### src/rtl/itrx_aib_phy_pkg.sv
// Shared AIB PHY definitions: RX init sequencer state encoding and default training pattern.
package itrx_aib_phy_pkg;

  typedef enum logic [2:0] {
    StIdle    = 3'd0,
    StWaitClk = 3'd1,
    StRel1    = 3'd2,
    StRel0    = 3'd3,
    StCheck   = 3'd4,
    StReady   = 3'd5,
    StFail    = 3'd6
  } rx_init_state_e;

  localparam logic [1:0] TrnPatDefault = 2'b10;

endpackage

### src/rtl/itrx_aib_phy_sync_2ff.sv
// Two-flop synchronizer for a single-bit asynchronous level, reset to 0.
module itrx_aib_phy_sync_2ff (
  input  logic clk,
  input  logic rstn,
  input  logic d,
  output logic q
);

  logic meta_q;
  logic sync_q;

  always_ff @(posedge clk or negedge rstn) begin
    if (!rstn) begin
      meta_q <= 1'b0;
      sync_q <= 1'b0;
    end else begin
      meta_q <= d;
      sync_q <= meta_q;
    end
  end

  assign q = sync_q;

endmodule

### src/rtl/itrx_aib_phy_rx_init_seq.sv
// RX buffer bring-up sequencer: staged idat1/idat0 reset release, then training-pattern check
// with bounded retries. All outputs come straight from flops.
module itrx_aib_phy_rx_init_seq
  import itrx_aib_phy_pkg::*;
#(
  parameter int unsigned CLK_WAIT_CYC = 16,
  parameter int unsigned SETTLE_CYC   = 4,
  parameter int unsigned MATCH_CNT    = 8,
  parameter int unsigned WINDOW_CYC   = 32,
  parameter int unsigned MAX_RETRY    = 3,
  parameter logic [1:0]  TRN_PAT      = TrnPatDefault
) (
  input  logic       clk,
  input  logic       rstn,
  input  logic       rx_en,
  input  logic       rx_clk_ok,
  input  logic       ubump_rx_1q,
  input  logic       ubump_rx_0ql,
  output logic       rxd0_irstb,
  output logic       rxd1_irstb,
  output logic       rx_ready,
  output logic       rx_fail,
  output logic [2:0] state_dbg
);

  localparam int unsigned PhaseMax = (CLK_WAIT_CYC > SETTLE_CYC) ? CLK_WAIT_CYC : SETTLE_CYC;
  localparam int unsigned PhaseW   = $clog2(PhaseMax + 1);
  localparam int unsigned MatchW   = $clog2(MATCH_CNT + 1);
  localparam int unsigned WinW     = $clog2(WINDOW_CYC + 1);
  localparam int unsigned RetryW   = $clog2(MAX_RETRY + 1);

  rx_init_state_e    state_q, state_d;
  logic [PhaseW-1:0] phase_q, phase_d;
  logic [MatchW-1:0] match_q, match_d;
  logic [WinW-1:0]   win_q, win_d;
  logic [RetryW-1:0] retry_q, retry_d;
  logic              rxd0_q, rxd0_d, rxd1_q, rxd1_d, ready_q, ready_d, fail_q, fail_d;
  logic              clk_ok;
  logic              pat_ok;

  itrx_aib_phy_sync_2ff u_clk_ok_sync (
    .clk  (clk),
    .rstn (rstn),
    .d    (rx_clk_ok),
    .q    (clk_ok)
  );

  assign pat_ok = ({ubump_rx_1q, ubump_rx_0ql} == TRN_PAT);

  always_ff @(posedge clk or negedge rstn) begin
    if (!rstn) begin
      state_q <= StIdle;
      phase_q <= '0;
      match_q <= '0;
      win_q   <= '0;
      retry_q <= '0;
    end else begin
      state_q <= state_d;
      phase_q <= phase_d;
      match_q <= match_d;
      win_q   <= win_d;
      retry_q <= retry_d;
    end
  end

  always_comb begin
    state_d = state_q;
    phase_d = phase_q;
    match_d = match_q;
    win_d   = win_q;
    retry_d = retry_q;
    unique case (state_q)
      StIdle: begin
        if (rx_en && clk_ok) state_d = StWaitClk;
      end
      StWaitClk: begin
        if (phase_q >= PhaseW'(CLK_WAIT_CYC - 1)) begin
          state_d = StRel1;
          phase_d = '0;
        end else begin
          phase_d = phase_q + 1'b1;
        end
      end
      StRel1: begin
        if (phase_q >= PhaseW'(SETTLE_CYC - 1)) begin
          state_d = StRel0;
          phase_d = '0;
        end else begin
          phase_d = phase_q + 1'b1;
        end
      end
      StRel0: begin
        if (phase_q >= PhaseW'(SETTLE_CYC - 1)) begin
          state_d = StCheck;
          phase_d = '0;
          match_d = '0;
          win_d   = '0;
        end else begin
          phase_d = phase_q + 1'b1;
        end
      end
      StCheck: begin
        if (!pat_ok) begin
          match_d = '0;
        end else if (match_q < MatchW'(MATCH_CNT)) begin
          match_d = match_q + 1'b1;
        end
        if (win_q < WinW'(WINDOW_CYC)) win_d = win_q + 1'b1;
        // A completed match takes precedence over a window expiring in the same cycle.
        if (match_q >= MatchW'(MATCH_CNT)) begin
          state_d = StReady;
        end else if (win_q >= WinW'(WINDOW_CYC - 1)) begin
          if (retry_q < RetryW'(MAX_RETRY)) retry_d = retry_q + 1'b1;
          phase_d = '0;
          state_d = (retry_d == RetryW'(MAX_RETRY)) ? StFail : StWaitClk;
        end
      end
      StReady: begin
        if (!clk_ok) state_d = StIdle;
      end
      StFail: begin
        state_d = StFail;
      end
      default: state_d = StIdle;
    endcase

    if (!clk_ok && (state_q inside {StWaitClk, StRel1, StRel0, StCheck})) state_d = StIdle;
    if (!rx_en) state_d = StIdle;

    // IDLE always holds cleared counters so every bring-up starts from zero.
    if (state_d == StIdle) begin
      phase_d = '0;
      match_d = '0;
      win_d   = '0;
      retry_d = '0;
    end
  end

  // Outputs decode the next state so the registered values line up with state_q.
  always_comb begin
    rxd1_d  = state_d inside {StRel1, StRel0, StCheck, StReady};
    rxd0_d  = state_d inside {StRel0, StCheck, StReady};
    ready_d = (state_d == StReady);
    fail_d  = (state_d == StFail);
  end

  always_ff @(posedge clk or negedge rstn) begin
    if (!rstn) begin
      rxd0_q  <= 1'b0;
      rxd1_q  <= 1'b0;
      ready_q <= 1'b0;
      fail_q  <= 1'b0;
    end else begin
      rxd0_q  <= rxd0_d;
      rxd1_q  <= rxd1_d;
      ready_q <= ready_d;
      fail_q  <= fail_d;
    end
  end

  assign rxd0_irstb = rxd0_q;
  assign rxd1_irstb = rxd1_q;
  assign rx_ready   = ready_q;
  assign rx_fail    = fail_q;
  assign state_dbg  = state_q;

endmodule
### config.mk
export PLATFORM = sky130hd
export DESIGN_NAME = itrx_aib_phy_rx_init_seq
export DESIGN_NICKNAME = d
export VERILOG_FILES = /design/src/rtl/itrx_aib_phy_pkg.sv /design/src/rtl/itrx_aib_phy_sync_2ff.sv /design/src/rtl/itrx_aib_phy_rx_init_seq.sv
export SDC_FILE = /design/constraint.sdc
export NUM_CORES = 1
export LEC_CHECK = 0
export ABC_AREA = 1
export ABC_CLOCK_PERIOD_IN_PS = 1900
export BUFFER_PORTS_ARGS = -buffer_cell sky130_fd_sc_hd__buf_2
export CORE_ASPECT_RATIO = 0.7
export CORE_MARGIN = 5
export CORE_UTILIZATION = 50
export CTS_CLUSTER_DIAMETER = 30
export DETAILED_ROUTE_END_ITERATION = 6
export PLACE_DENSITY = 0.82
export RECOVER_POWER = 100
export SETUP_SLACK_MARGIN = 0.02
export SYNTH_ARGS = -nofsm -noshare
export SYNTH_HDL_FRONTEND = slang
export SYNTH_HIERARCHICAL = 1
export SYNTH_SLANG_ARGS = --single-unit
### constraint.sdc
create_clock -name clk -period 1.9 [get_ports clk]
set_input_delay 0.095 -clock clk [delete_from_list [all_inputs] [get_ports clk]]
set_output_delay 0.095 -clock clk [all_outputs]
set_load 0.02 [all_outputs]
==> results of run 1 <==
final timing paths:
| check | to | slack, ps | cells after the start |
|---|---|---|---|
| setup / recovery | win_q[1] | -140 | 13 |
| hold / removal | state_dbg[2] | 170 | 3 |
| setup reg to reg | win_q[1] | -140 | 13 |
| hold reg to reg | u_clk_ok_sync/q | 360 | 0 |
| max in group asynchronous | win_q[3] | 1090 | 2 |
| min in group asynchronous | retry_q[1] | 380 | 2 |
sequential cells by signal (all words and copies together), names as in the netlist:
name	count
u_clk_ok_sync/q	1
rx_fail	1
win_q	6
state_dbg	3
match_q	4
phase_q	5
rx_ready	1
rxd0_irstb	1
u_clk_ok_sync/meta_q	1
rxd1_irstb	1
retry_q	2
worst register-to-register path: stages (launching register included):
cell and delay, ps:
sky130_fd_sc_hd__dfrtp_1 400, sky130_fd_sc_hd__ha_2 200, sky130_fd_sc_hd__nand2_2 70, sky130_fd_sc_hd__nor2_2 40
sky130_fd_sc_hd__ha_2 170, sky130_fd_sc_hd__nor2_4 90, sky130_fd_sc_hd__a21oi_2 60, sky130_fd_sc_hd__nor2_2 140
sky130_fd_sc_hd__nand2_2 90, sky130_fd_sc_hd__o21bai_4 240, sky130_fd_sc_hd__nand2_8 110, sky130_fd_sc_hd__buf_6 160
sky130_fd_sc_hd__o211ai_1 90, sky130_fd_sc_hd__nand2_1 70
cell usage after synthesis:
| cell type | count | area share |
|---|---|---|
| sky130_fd_sc_hd__inv_2 | 6 | 0.014 |
| sky130_fd_sc_hd__nor2_2 | 4 | 0.016 |
| sky130_fd_sc_hd__o211ai_1 | 1 | 0.0047 |
| sky130_fd_sc_hd__o2111ai_1 | 2 | 0.011 |
| sky130_fd_sc_hd__ha_1 | 5 | 0.039 |
| sky130_fd_sc_hd__a21oi_1 | 7 | 0.022 |
| sky130_fd_sc_hd__xor2_1 | 1 | 0.0055 |
| sky130_fd_sc_hd__o21bai_2 | 1 | 0.0070 |
| sky130_fd_sc_hd__nor3_1 | 5 | 0.016 |
| sky130_fd_sc_hd__o21ai_0 | 1 | 0.0031 |
| sky130_fd_sc_hd__buf_2 | 1 | 0.0031 |
| sky130_fd_sc_hd__o21bai_4 | 1 | 0.012 |
| sky130_fd_sc_hd__nand2_4 | 1 | 0.0070 |
| sky130_fd_sc_hd__nor3b_1 | 1 | 0.0047 |
| sky130_fd_sc_hd__buf_6 | 1 | 0.0070 |
| sky130_fd_sc_hd__o21ai_2 | 1 | 0.0055 |
| sky130_fd_sc_hd__nand3_2 | 1 | 0.0062 |
| sky130_fd_sc_hd__nor2_4 | 2 | 0.014 |
| sky130_fd_sc_hd__nor2_1 | 35 | 0.082 |
| sky130_fd_sc_hd__o21ai_1 | 4 | 0.012 |
| sky130_fd_sc_hd__dfrtp_1 | 26 | 0.40 |
| sky130_fd_sc_hd__inv_1 | 22 | 0.051 |
| sky130_fd_sc_hd__nand3_1 | 15 | 0.047 |
| sky130_fd_sc_hd__nand2_2 | 6 | 0.023 |
| sky130_fd_sc_hd__nand2_1 | 51 | 0.12 |
| sky130_fd_sc_hd__nand3b_1 | 3 | 0.014 |
| sky130_fd_sc_hd__xnor2_1 | 2 | 0.011 |
| sky130_fd_sc_hd__nand4_1 | 4 | 0.016 |
| sky130_fd_sc_hd__o31ai_1 | 3 | 0.014 |
| sky130_fd_sc_hd__a21oi_2 | 1 | 0.0055 |
| sky130_fd_sc_hd__a31oi_1 | 1 | 0.0039 |
through the flow:
step | setup WS, ps | cells | setup TNS (ps) | instance area [um2]
after floorplan | -18.7 | 215 | -18.7 | 1620
after global placement | -123 | 281 | -962 | 1840
after detailed placement | -138 | 281 | -1220 | 1840
after CTS | -48.9 | 290 | -291 | 2000
after global routing | -268 | 291 | -3570 | 2090
final | -135 | 291 | -1500 | 2090
layer usage:
metal  vias up  routed length (um)  global-route usage
li1        772                   -                   -
met1       701                1920               0.259
met2        29                1790               0.283
met3         5                 204              0.0379
met4         0                  21              0.0319
met5         -                   0                   0
power by group:
group	switching, uW	internal [uW]
Clock	185	186
Sequential	9.47	562
Combinational	88.4	58.7
Total	283	807
what timing repair did:
item                                    in CTS  in global routing
hold endpoints to repair                    27                  0
gates resized for setup                     18                 17
hold buffers                                 2                  0
pin swaps                                   12                  9
gates cloned                                 1                  0
endpoints found under the setup margin      15                 19
setup buffers                                2                  1
cells by family after synthesis:
group           after synthesis  share of synthesized area
xor+xnor                      3                     0.0164
compound gates               23                      0.100
fa+ha+maj                     5                     0.0389
flops                        26                      0.405
simple gates                128                      0.364
buf+inv                      30                     0.0755
cell type report:
class                   instances  area, um2  share of cell area
inverters                      28        110              0.0528
repair buffers                 35        240               0.115
well taps                      38       47.5              0.0228
clock buffers                   4       55.1              0.0264
flip-flops and latches         26        651               0.312
multi-input cells             160        982               0.471
==> metrics.txt, run 1 <==
# TYPE chip_impl_metric gauge
chip_impl_metric{name="ioPinCount",unit=""} 13
chip_impl_metric{name="fillerInstances",unit=""} 254
chip_impl_metric{name="slew_headroom",unit=""} 0.548
chip_impl_metric{name="syn-mean-instance-area",unit="um2"} 7.47
chip_impl_metric{name="slew_viol_final",unit=""} 0
chip_impl_metric{name="worst-slew-pin-transition",unit="ps"} 678
chip_impl_metric{name="period_needed",unit="ps"} 2040
chip_impl_metric{name="post-layout-total-power",unit="uW"} 1090
chip_impl_metric{name="p_leak",unit="uW"} 0.00104
chip_impl_metric{name="core_region_area",unit="um2"} 3130
chip_impl_metric{name="fin_crit_sh",unit=""} 1.07
chip_impl_metric{name="ys.warnings.count",unit=""} 6
chip_impl_info{name="start_kind",value="flop"} 1
chip_impl_info{name="r2r_start",value="phase_q[1]"} 1
chip_impl_metric{name="final_core_util",unit=""} 0.667
chip_impl_metric{name="worst_path_largest_cell_delay",unit="ps"} 400
chip_impl_metric{name="initial_antenna_violation_count",unit=""} 0
chip_impl_info{name="status",value="finished with violations"} 1
chip_impl_metric{name="maxClockFrequency",unit="MHz"} 491
chip_impl_info{name="worstPathCellList",value="ha_2, nand2_2, nor2_2, ha_2, nor2_4, a21oi_2, nor2_2, nand2_2, o21bai_4, nand2_8, buf_6, o211ai_1, nand2_1"} 1
chip_impl_metric{name="synth_seq_cells",unit=""} 26
chip_impl_metric{name="globalRouteOverflowTotal",unit=""} 0
chip_impl_info{name="rsz0062_at_grt",value="yes"} 1
chip_impl_metric{name="synth.yosys.seq_area_share",unit=""} 0.405
chip_impl_metric{name="cp_data_required_time",unit="ps"} 2070
chip_impl_metric{name="cts_buffers",unit=""} 3
chip_impl_metric{name="fin_nets",unit=""} 265
chip_impl_info{name="worst_setup_path_startpoint",value="phase_q[1]"} 1
chip_impl_metric{name="htreeDepth",unit=""} 1
chip_impl_metric{name="route.vias.total",unit=""} 1507
chip_impl_metric{name="place.gp.congestion",unit=""} 0.842
chip_impl_metric{name="clock_insertion_delay_worst_skew",unit="ps"} 280
chip_impl_metric{name="maximum_number_of_pins_on_one_net_before_global_route_repair",unit=""} 27
chip_impl_info{name="final_common_cell",value="sky130_fd_sc_hd__nand2_1"} 1
chip_impl_metric{name="power_density",unit="nW/um2"} 522
chip_impl_metric{name="drtAntennaViolNets",unit=""} 0
chip_impl_metric{name="initial_core_utilization",unit=""} 0.514
chip_impl_metric{name="syn_area",unit="um2"} 1610
chip_impl_metric{name="route.detailed.wl_per_inst",unit="um"} 13.5
chip_impl_metric{name="drt_pre_antenna_iters",unit=""} 7
chip_impl_metric{name="vias_per_cell",unit=""} 5.18
chip_impl_metric{name="dieHeight",unit="um"} 57.4
chip_impl_metric{name="diodes",unit=""} 0
chip_impl_metric{name="total_of_buffers_placed_on_input_and_output_ports",unit=""} 12
chip_impl_metric{name="drcViolationCount",unit=""} 0
chip_impl_metric{name="postRouteWirelength",unit="um"} 3940
chip_impl_info{name="most-common-layout-cells",value="sky130_fd_sc_hd__nand2_1, sky130_fd_sc_hd__nor2_1, sky130_fd_sc_hd__dfrtp_1, sky130_fd_sc_hd__inv_1, sky130_fd_sc_hd__buf_4"} 1
chip_impl_metric{name="rows",unit=""} 17
chip_impl_info{name="failed_checks",value="negative setup slack"} 1
chip_impl_metric{name="die-width",unit="um"} 77.8
chip_impl_metric{name="cap_viol_max_count",unit=""} 0
chip_impl_info{name="end_kind",value="flop"} 1
chip_impl_metric{name="timing.critical_path.fanout_max",unit=""} 5
chip_impl_metric{name="vdd_drop_max",unit="mV"} 0.387
chip_impl_metric{name="dieArea",unit="um2"} 4460
chip_impl_metric{name="critical_path.n_buffers_inverters",unit=""} 1
chip_impl_metric{name="worst_clock_skew_on_the_final_layout",unit="ps"} 3.88
chip_impl_info{name="cp_top_family",value="simple AND/OR/NAND/NOR gates"} 1
chip_impl_info{name="hp-start",value="rx_en"} 1
chip_impl_info{name="cp_slowest_cell",value="sky130_fd_sc_hd__dfrtp_1"} 1
chip_impl_metric{name="clock_sinks",unit=""} 26
chip_impl_metric{name="hold-worst-slack",unit="ps"} 175
chip_impl_metric{name="buffer_depth_of_the_longest_clock_path",unit=""} 2
chip_impl_metric{name="worst-endpoint-arrival",unit="ps"} 2210
chip_impl_metric{name="vias_in_the_first_global_route",unit=""} 1419
chip_impl_metric{name="track_usage",unit=""} 0.180
chip_impl_metric{name="dp_hpwl",unit="um"} 2710
chip_impl_metric{name="dr.first_iter.drc_count",unit=""} 97
chip_impl_metric{name="post_route_cells_drive_above_1_share",unit=""} 0.312
chip_impl_metric{name="clk_pin_slew",unit="ps"} 90
chip_impl_metric{name="synth_fp_nets",unit=""} 226
chip_impl_metric{name="final.setup.worst_slack",unit="ps"} -135
chip_impl_info{name="cts_root_buf",value="sky130_fd_sc_hd__clkbuf_8"} 1
chip_impl_metric{name="first_pass_grt_wire_length",unit="um"} 6590
chip_impl_info{name="hp-class",value="primary input to flop"} 1
chip_impl_metric{name="timing.final.setup_violations",unit=""} 16
chip_impl_metric{name="flow.area_growth_from_synthesis",unit="%"} 29.8
chip_impl_info{name="worstSetupPathType",value="flop to flop"} 1
chip_impl_metric{name="ys_types",unit=""} 31
chip_impl_metric{name="hold_violations",unit=""} 0
chip_impl_metric{name="synth_cells",unit=""} 215
chip_impl_info{name="tritoncts_clock_tree",value="done"} 1
Power figures use the tool's default switching activity.
==> run 2: changes to the inputs <==
- CELL_PAD_IN_SITES_DETAIL_PLACEMENT: not set -> 0
- CELL_PAD_IN_SITES_GLOBAL_PLACEMENT: not set -> 1
- CORE_UTILIZATION: 50 -> 39
- MAX_ROUTING_LAYER: not set -> met4
- PLACE_DENSITY: 0.82 -> 0.86
==> metrics.txt, run 2 (synthesis results as in run 1) <==
# TYPE chip_impl_metric gauge
chip_impl_info{name="status",value="finished with violations"} 1
chip_impl_metric{name="dieArea",unit="um2"} 5520
chip_impl_info{name="most-common-layout-cells",value="sky130_fd_sc_hd__nand2_1, sky130_fd_sc_hd__nor2_1, sky130_fd_sc_hd__dfrtp_1, sky130_fd_sc_hd__buf_4, sky130_fd_sc_hd__inv_1"} 1
chip_impl_metric{name="fin_nets",unit=""} 277
chip_impl_metric{name="diodes",unit=""} 0
chip_impl_metric{name="worst-slew-pin-transition",unit="ps"} 669
chip_impl_metric{name="maxClockFrequency",unit="MHz"} 501
chip_impl_metric{name="drcViolationCount",unit=""} 0
chip_impl_metric{name="maximum_number_of_pins_on_one_net_before_global_route_repair",unit=""} 27
chip_impl_metric{name="period_needed",unit="ps"} 2000
chip_impl_metric{name="dieHeight",unit="um"} 63.7
chip_impl_metric{name="timing.critical_path.fanout_max",unit=""} 5
chip_impl_metric{name="largest_register_ffs",unit=""} 6
chip_impl_metric{name="globalRouteOverflowTotal",unit=""} 0
chip_impl_info{name="biggestRegsByFlops",value="win_q: 6 flops, phase_q: 5 flops, match_q: 4 flops"} 1
chip_impl_info{name="tritoncts_clock_tree",value="done"} 1
chip_impl_metric{name="place.gp.congestion",unit=""} 0.824
chip_impl_metric{name="dr.first_iter.drc_count",unit=""} 65
chip_impl_metric{name="ioPinCount",unit=""} 13
chip_impl_info{name="worst_setup_path_startpoint",value="phase_q[0]"} 1
chip_impl_info{name="largest_register_by_flop_count",value="win_q"} 1
chip_impl_metric{name="post-layout-total-power",unit="uW"} 1100
chip_impl_metric{name="rows",unit=""} 19
chip_impl_metric{name="first_pass_grt_wire_length",unit="um"} 6320
chip_impl_metric{name="core_region_area",unit="um2"} 3950
chip_impl_metric{name="route.vias.total",unit=""} 1501
chip_impl_metric{name="vdd_drop_max",unit="mV"} 0.264
chip_impl_metric{name="layoutNonFillerInstCount",unit=""} 317
chip_impl_metric{name="drt_pre_antenna_iters",unit=""} 4
chip_impl_metric{name="total_of_buffers_placed_on_input_and_output_ports",unit=""} 12
chip_impl_info{name="cts_root_buf",value="sky130_fd_sc_hd__clkbuf_8"} 1
chip_impl_metric{name="p_leak",unit="uW"} 0.00109
chip_impl_info{name="r2r_start",value="phase_q[0]"} 1
chip_impl_info{name="final_common_cell",value="sky130_fd_sc_hd__nand2_1"} 1
chip_impl_metric{name="vias_per_cell",unit=""} 4.74
chip_impl_metric{name="place.detailed.instances",unit=""} 306
chip_impl_info{name="rsz0062_at_grt",value="yes"} 1
chip_impl_metric{name="clk_pin_slew",unit="ps"} 90
chip_impl_metric{name="vias_in_the_first_global_route",unit=""} 1350
chip_impl_metric{name="final.setup.worst_slack",unit="ps"} -97.5
chip_impl_metric{name="initial_antenna_violation_count",unit=""} 0
chip_impl_metric{name="ff2ff_path_depth",unit=""} 14
chip_impl_metric{name="post_place_setup_slack",unit="ps"} -149
chip_impl_metric{name="final_area",unit="um2"} 2170
chip_impl_info{name="hp-start",value="rx_en"} 1
chip_impl_metric{name="worst_clock_skew_on_the_final_layout",unit="ps"} 4.17
chip_impl_metric{name="slew_viol_final",unit=""} 0
chip_impl_metric{name="area_post_placement",unit="um2"} 1960
chip_impl_metric{name="fin_crit_sh",unit=""} 1.05
chip_impl_metric{name="timing.final.setup_violations",unit=""} 15
chip_impl_metric{name="hold_violations",unit=""} 0
chip_impl_metric{name="post_route_cells_drive_above_1_share",unit=""} 0.328
chip_impl_info{name="failed_checks",value="negative setup slack"} 1
chip_impl_metric{name="critical_path.n_buffers_inverters",unit=""} 1
chip_impl_metric{name="reg2reg_slack",unit="ps"} -100
chip_impl_info{name="worstReg2RegEnd",value="phase_q[2]"} 1
chip_impl_metric{name="whs_path_depth",unit=""} 3
chip_impl_metric{name="clock_sinks",unit=""} 26
chip_impl_metric{name="dp_hpwl",unit="um"} 2840
chip_impl_info{name="min_delay_worst_endpoint",value="state_dbg[2]"} 1
chip_impl_metric{name="clock_insertion_delay_worst_skew",unit="ps"} 280
chip_impl_metric{name="cp_data_required_time",unit="ps"} 2120
chip_impl_metric{name="cap_viol_max_count",unit=""} 0
chip_impl_metric{name="final_core_util",unit=""} 0.551
chip_impl_info{name="worstPathCellList",value="ha_2, nand2_2, nor2_2, ha_2, nor2_4, a21oi_2, nor2_2, nand2_2, o21bai_4, nand2_4, nand2_4, buf_6, nand3b_1, nand2_1"} 1
chip_impl_metric{name="cts_buffers",unit=""} 3
chip_impl_metric{name="buffer_depth_of_the_longest_clock_path",unit=""} 2
chip_impl_info{name="hp-class",value="primary input to flop"} 1
chip_impl_metric{name="flow.area_growth_from_synthesis",unit="%"} 35.4
chip_impl_metric{name="slew_headroom",unit=""} 0.554
chip_impl_info{name="start_kind",value="flop"} 1
chip_impl_info{name="cp_top_family",value="simple AND/OR/NAND/NOR gates"} 1
chip_impl_metric{name="track_usage",unit=""} 0.151
chip_impl_metric{name="route.detailed.wl_per_inst",unit="um"} 12.5
chip_impl_metric{name="worst_path_largest_cell_delay",unit="ps"} 390
chip_impl_metric{name="power_density",unit="nW/um2"} 504
chip_impl_metric{name="drtAntennaViolNets",unit=""} 0
chip_impl_metric{name="initial_core_utilization",unit=""} 0.407
chip_impl_metric{name="htreeDepth",unit=""} 1
chip_impl_metric{name="postRouteWirelength",unit="um"} 3950
chip_impl_info{name="worstSetupPathType",value="flop to flop"} 1
chip_impl_info{name="end_kind",value="flop"} 1
chip_impl_metric{name="worst-endpoint-arrival",unit="ps"} 2220
chip_impl_metric{name="die-width",unit="um"} 86.7
chip_impl_info{name="cp_slowest_cell",value="sky130_fd_sc_hd__dfrtp_1"} 1
-- run 2: worst max path at each step --
stage            endpoint  cells after the start
6_report       phase_q[2]                     14
5_1_grt        match_q[0]                     14
4_1_cts        phase_q[1]                     14
3_5_place_dp   match_q[2]                     14
3_3_place_gp   match_q[0]                     14
2_1_floorplan    win_q[1]                     15
-- run 2: timing repair --
| action | 4_1_cts | 5_1_grt |
|---|---|---|
| cloned | 1 | 0 |
| resized for setup | 15 | 16 |
| pin swaps | 12 | 7 |
| setup buffers | 1 | 3 |
| endpoints found under the setup margin | 15 | 19 |
| endpoints found under the hold margin | 27 | 0 |
| hold buffers | 2 | 0 |
-- run 2: power by group --
group | internal (uW) | switching, uW | leakage [uW]
sequential | 562 | 6.95 | 0.000356
clock | 186 | 181 | 0.0000288
combinational | 70.8 | 90.3 | 0.000707
total | 819 | 279 | 0.00109
-- run 2: metrics by stage --
step,setup TNS [ps],hold WS [ps]
final,-991,170
after global routing,-3240,192
after CTS,-897,142
after detailed placement,-1590,141
after global placement,-1370,138
after floorplan,-18.7,-201
-- run 2: worst register-to-register path, stage by stage (launching register included) --
cell and delay (ps):
sky130_fd_sc_hd__dfrtp_1 390, sky130_fd_sc_hd__ha_2 200, sky130_fd_sc_hd__nand2_2 60, sky130_fd_sc_hd__nor2_2 40
sky130_fd_sc_hd__ha_2 170, sky130_fd_sc_hd__nor2_4 90, sky130_fd_sc_hd__a21oi_2 70, sky130_fd_sc_hd__nor2_2 150
sky130_fd_sc_hd__nand2_2 100, sky130_fd_sc_hd__o21bai_4 190, sky130_fd_sc_hd__nand2_4 130, sky130_fd_sc_hd__nand2_4 130
sky130_fd_sc_hd__buf_6 100, sky130_fd_sc_hd__nand3b_1 70, sky130_fd_sc_hd__nand2_1 60
-- run 2: metal layers --
metal,part of all wire,up-vias,GRT usage
met5,0,-,-
met4,0.011,0,0.0467
met3,0.040,5,0.0365
met2,0.45,23,0.220
met1,0.50,672,0.205
li1,-,801,-
-- run 2: layout make-up --
cell class / count / area (um2)
Clock buffer: 4 / 55.1
Fill cell: 371 / 1770
Inverter: 28 / 110
Multi-Input combinational cell: 160 / 943
Sequential cell: 26 / 651
Tap cell: 52 / 65.1
Timing Repair Buffer: 47 / 350
==> run 3: changes to the inputs <==
- ABC_CLOCK_PERIOD_IN_PS: 1900 -> 2300
- CORE_UTILIZATION: 39 -> 47
- PLACE_DENSITY: 0.86 -> 0.95
- clock period: 1.9 -> 2.3 ns (I/O delays scaled with it)
==> metrics.txt, run 3 (synthesis results as in run 1) <==
# TYPE chip_impl_metric gauge
chip_impl_metric{name="route.detailed.wl_per_inst",unit="um"} 12.1
chip_impl_metric{name="worst_clock_skew_on_the_final_layout",unit="ps"} 7.73
chip_impl_metric{name="die-width",unit="um"} 79.9
chip_impl_metric{name="buffer_depth_of_the_longest_clock_path",unit=""} 2
chip_impl_info{name="biggestRegsByFlops",value="win_q: 6 flops, phase_q: 5 flops, match_q: 4 flops"} 1
chip_impl_metric{name="maxClockFrequency",unit="MHz"} 470
chip_impl_metric{name="drt_pre_antenna_iters",unit=""} 4
chip_impl_metric{name="layoutNonFillerInstCount",unit=""} 287
chip_impl_metric{name="track_usage",unit=""} 0.166
chip_impl_metric{name="place.detailed.instances",unit=""} 273
chip_impl_info{name="worstSetupPathType",value="flop to flop"} 1
chip_impl_metric{name="clock_insertion_delay_worst_skew",unit="ps"} 270
chip_impl_metric{name="hold_violations",unit=""} 0
chip_impl_metric{name="ioPinCount",unit=""} 13
chip_impl_metric{name="fillerInstances",unit=""} 303
chip_impl_metric{name="worst-endpoint-arrival",unit="ps"} 2300
chip_impl_metric{name="multi_input_comb_area",unit="um2"} 848
chip_impl_metric{name="timing.critical_path.fanout_max",unit=""} 7
chip_impl_metric{name="power_density",unit="nW/um2"} 464
chip_impl_metric{name="vias_per_cell",unit=""} 4.93
chip_impl_metric{name="first_pass_grt_wire_length",unit="um"} 5870
chip_impl_metric{name="post_route_cells_drive_above_1_share",unit=""} 0.179
chip_impl_info{name="status",value="finished, final reports clean"} 1
chip_impl_metric{name="slew_viol_final",unit=""} 0
chip_impl_metric{name="initial_core_utilization",unit=""} 0.500
chip_impl_metric{name="initial_antenna_violation_count",unit=""} 0
chip_impl_metric{name="vias_in_the_first_global_route",unit=""} 1265
chip_impl_metric{name="vdd_drop_max",unit="mV"} 0.332
chip_impl_metric{name="dieHeight",unit="um"} 58.9
chip_impl_metric{name="dp_hpwl",unit="um"} 2460
chip_impl_metric{name="maximum_number_of_pins_on_one_net_before_global_route_repair",unit=""} 27
chip_impl_metric{name="cts_buffers",unit=""} 3
chip_impl_info{name="tritoncts_clock_tree",value="done"} 1
chip_impl_metric{name="postRouteWirelength",unit="um"} 3480
chip_impl_metric{name="route.vias.total",unit=""} 1415
chip_impl_metric{name="final_core_util",unit=""} 0.576
chip_impl_info{name="cts_root_buf",value="sky130_fd_sc_hd__clkbuf_8"} 1
chip_impl_metric{name="largest_register_ffs",unit=""} 6
chip_impl_metric{name="place.gp.congestion",unit=""} 0.802
chip_impl_metric{name="core_region_area",unit="um2"} 3210
chip_impl_metric{name="fin_nets",unit=""} 252
chip_impl_metric{name="drcViolationCount",unit=""} 0
chip_impl_metric{name="finalSetupTns",unit="ps"} 0
chip_impl_metric{name="final-seq-area",unit="um2"} 652
chip_impl_metric{name="fin_crit_sh",unit=""} 0.926
chip_impl_metric{name="clock_sinks",unit=""} 26
chip_impl_metric{name="globalRouteOverflowTotal",unit=""} 0
chip_impl_metric{name="cap_viol_max_count",unit=""} 0
chip_impl_metric{name="p_leak",unit="uW"} 0.000933
chip_impl_info{name="start_kind",value="flop"} 1
chip_impl_metric{name="worst-slew-pin-transition",unit="ps"} 1360
chip_impl_metric{name="diodes",unit=""} 0
chip_impl_info{name="rsz0062_at_grt",value="yes"} 1
chip_impl_metric{name="rows",unit=""} 17
chip_impl_metric{name="drtAntennaViolNets",unit=""} 0
chip_impl_metric{name="clk_pin_slew",unit="ps"} 90
chip_impl_metric{name="htreeDepth",unit=""} 1
chip_impl_info{name="end_kind",value="flop"} 1
chip_impl_info{name="final_common_cell",value="sky130_fd_sc_hd__nand2_1"} 1
chip_impl_metric{name="period_needed",unit="ps"} 2130
chip_impl_metric{name="timing.final.setup_violations",unit=""} 0
chip_impl_metric{name="total_of_buffers_placed_on_input_and_output_ports",unit=""} 12
chip_impl_metric{name="dieArea",unit="um2"} 4710
chip_impl_info{name="hp-class",value="primary input to flop"} 1
chip_impl_info{name="largest_register_by_flop_count",value="win_q"} 1
chip_impl_metric{name="cp_data_required_time",unit="ps"} 2470
chip_impl_info{name="most-common-layout-cells",value="sky130_fd_sc_hd__nand2_1, sky130_fd_sc_hd__nor2_1, sky130_fd_sc_hd__dfrtp_1, sky130_fd_sc_hd__inv_1, sky130_fd_sc_hd__nand3_1"} 1
chip_impl_metric{name="dr.first_iter.drc_count",unit=""} 88
chip_impl_metric{name="flow.area_growth_from_synthesis",unit="%"} 15.1
chip_impl_metric{name="slew_headroom",unit=""} 0.0950
[run 3: what timing repair did]
action                                 in CTS  in global routing
endpoints found under the hold margin      27                  0
resized for setup                           0                  4
hold buffers                                2                  0
buffers inserted                            0                  7
setup endpoints to repair                   0                 14
[run 3: worst max-delay path, stage by stage, from the launching register on]
cell and delay, ps:
sky130_fd_sc_hd__dfrtp_2 430, sky130_fd_sc_hd__ha_1 220, sky130_fd_sc_hd__nand2_1 80, sky130_fd_sc_hd__nor2_1 40
sky130_fd_sc_hd__ha_1 160, sky130_fd_sc_hd__nor2_1 130, sky130_fd_sc_hd__a21oi_1 100, sky130_fd_sc_hd__nor2_2 140
sky130_fd_sc_hd__nand2_2 90, sky130_fd_sc_hd__o21bai_4 190, sky130_fd_sc_hd__nand2_4 120, sky130_fd_sc_hd__nand2_4 110
sky130_fd_sc_hd__inv_1 90, sky130_fd_sc_hd__nand2_1 80, sky130_fd_sc_hd__nand2_1 50
[run 3: layout make-up]
class	count	share of cell area
flip-flops and latches	26	0.353
repair buffers	22	0.0704
multi-input cells	160	0.459
clock buffers	4	0.0298
inverters	28	0.0568
well taps	47	0.0318
[run 3: worst paths after layout]
check	startpoint	end	slack, ps	cells after the start
min in group asynchronous	rstn	state_dbg[0]	670	2
min reg2reg	u_clk_ok_sync/meta_q	u_clk_ok_sync/q	350	0
max reg2reg	phase_q[0]	phase_q[2]	170	14
max in group asynchronous	rstn	phase_q[0]	730	2
min	rx_en	state_dbg[2]	180	3
max	phase_q[0]	phase_q[2]	170	14
[run 3: through the flow]
stage                     power [uW]  cell area [um2]  worst slack, ps  hold slack (ps)
after floorplan                  535             1610              328             -181
after global placement           558             1720              165              148
after detailed placement         559             1720              125              146
after CTS                        861             1790              105              177
after global routing             898             1850            -11.7              186
final                            859             1850              171              183
[run 3: layer usage]
metal  up-vias  GRT usage  part of all wire  wire, um
li1        741          -                 -         -
met1       648      0.239              0.54      1880
met3         5     0.0428             0.046       161
met5         -          -                 0         0
met2        21      0.231              0.40      1400
met4         0     0.0434             0.011        37
[run 3: power by group]
group / internal [uW] / switching, uW / total (uW)
sequential: 464 / 9.10 / 473
combinational: 29.9 / 57.3 / 87.2
clock: 153 / 145 / 298
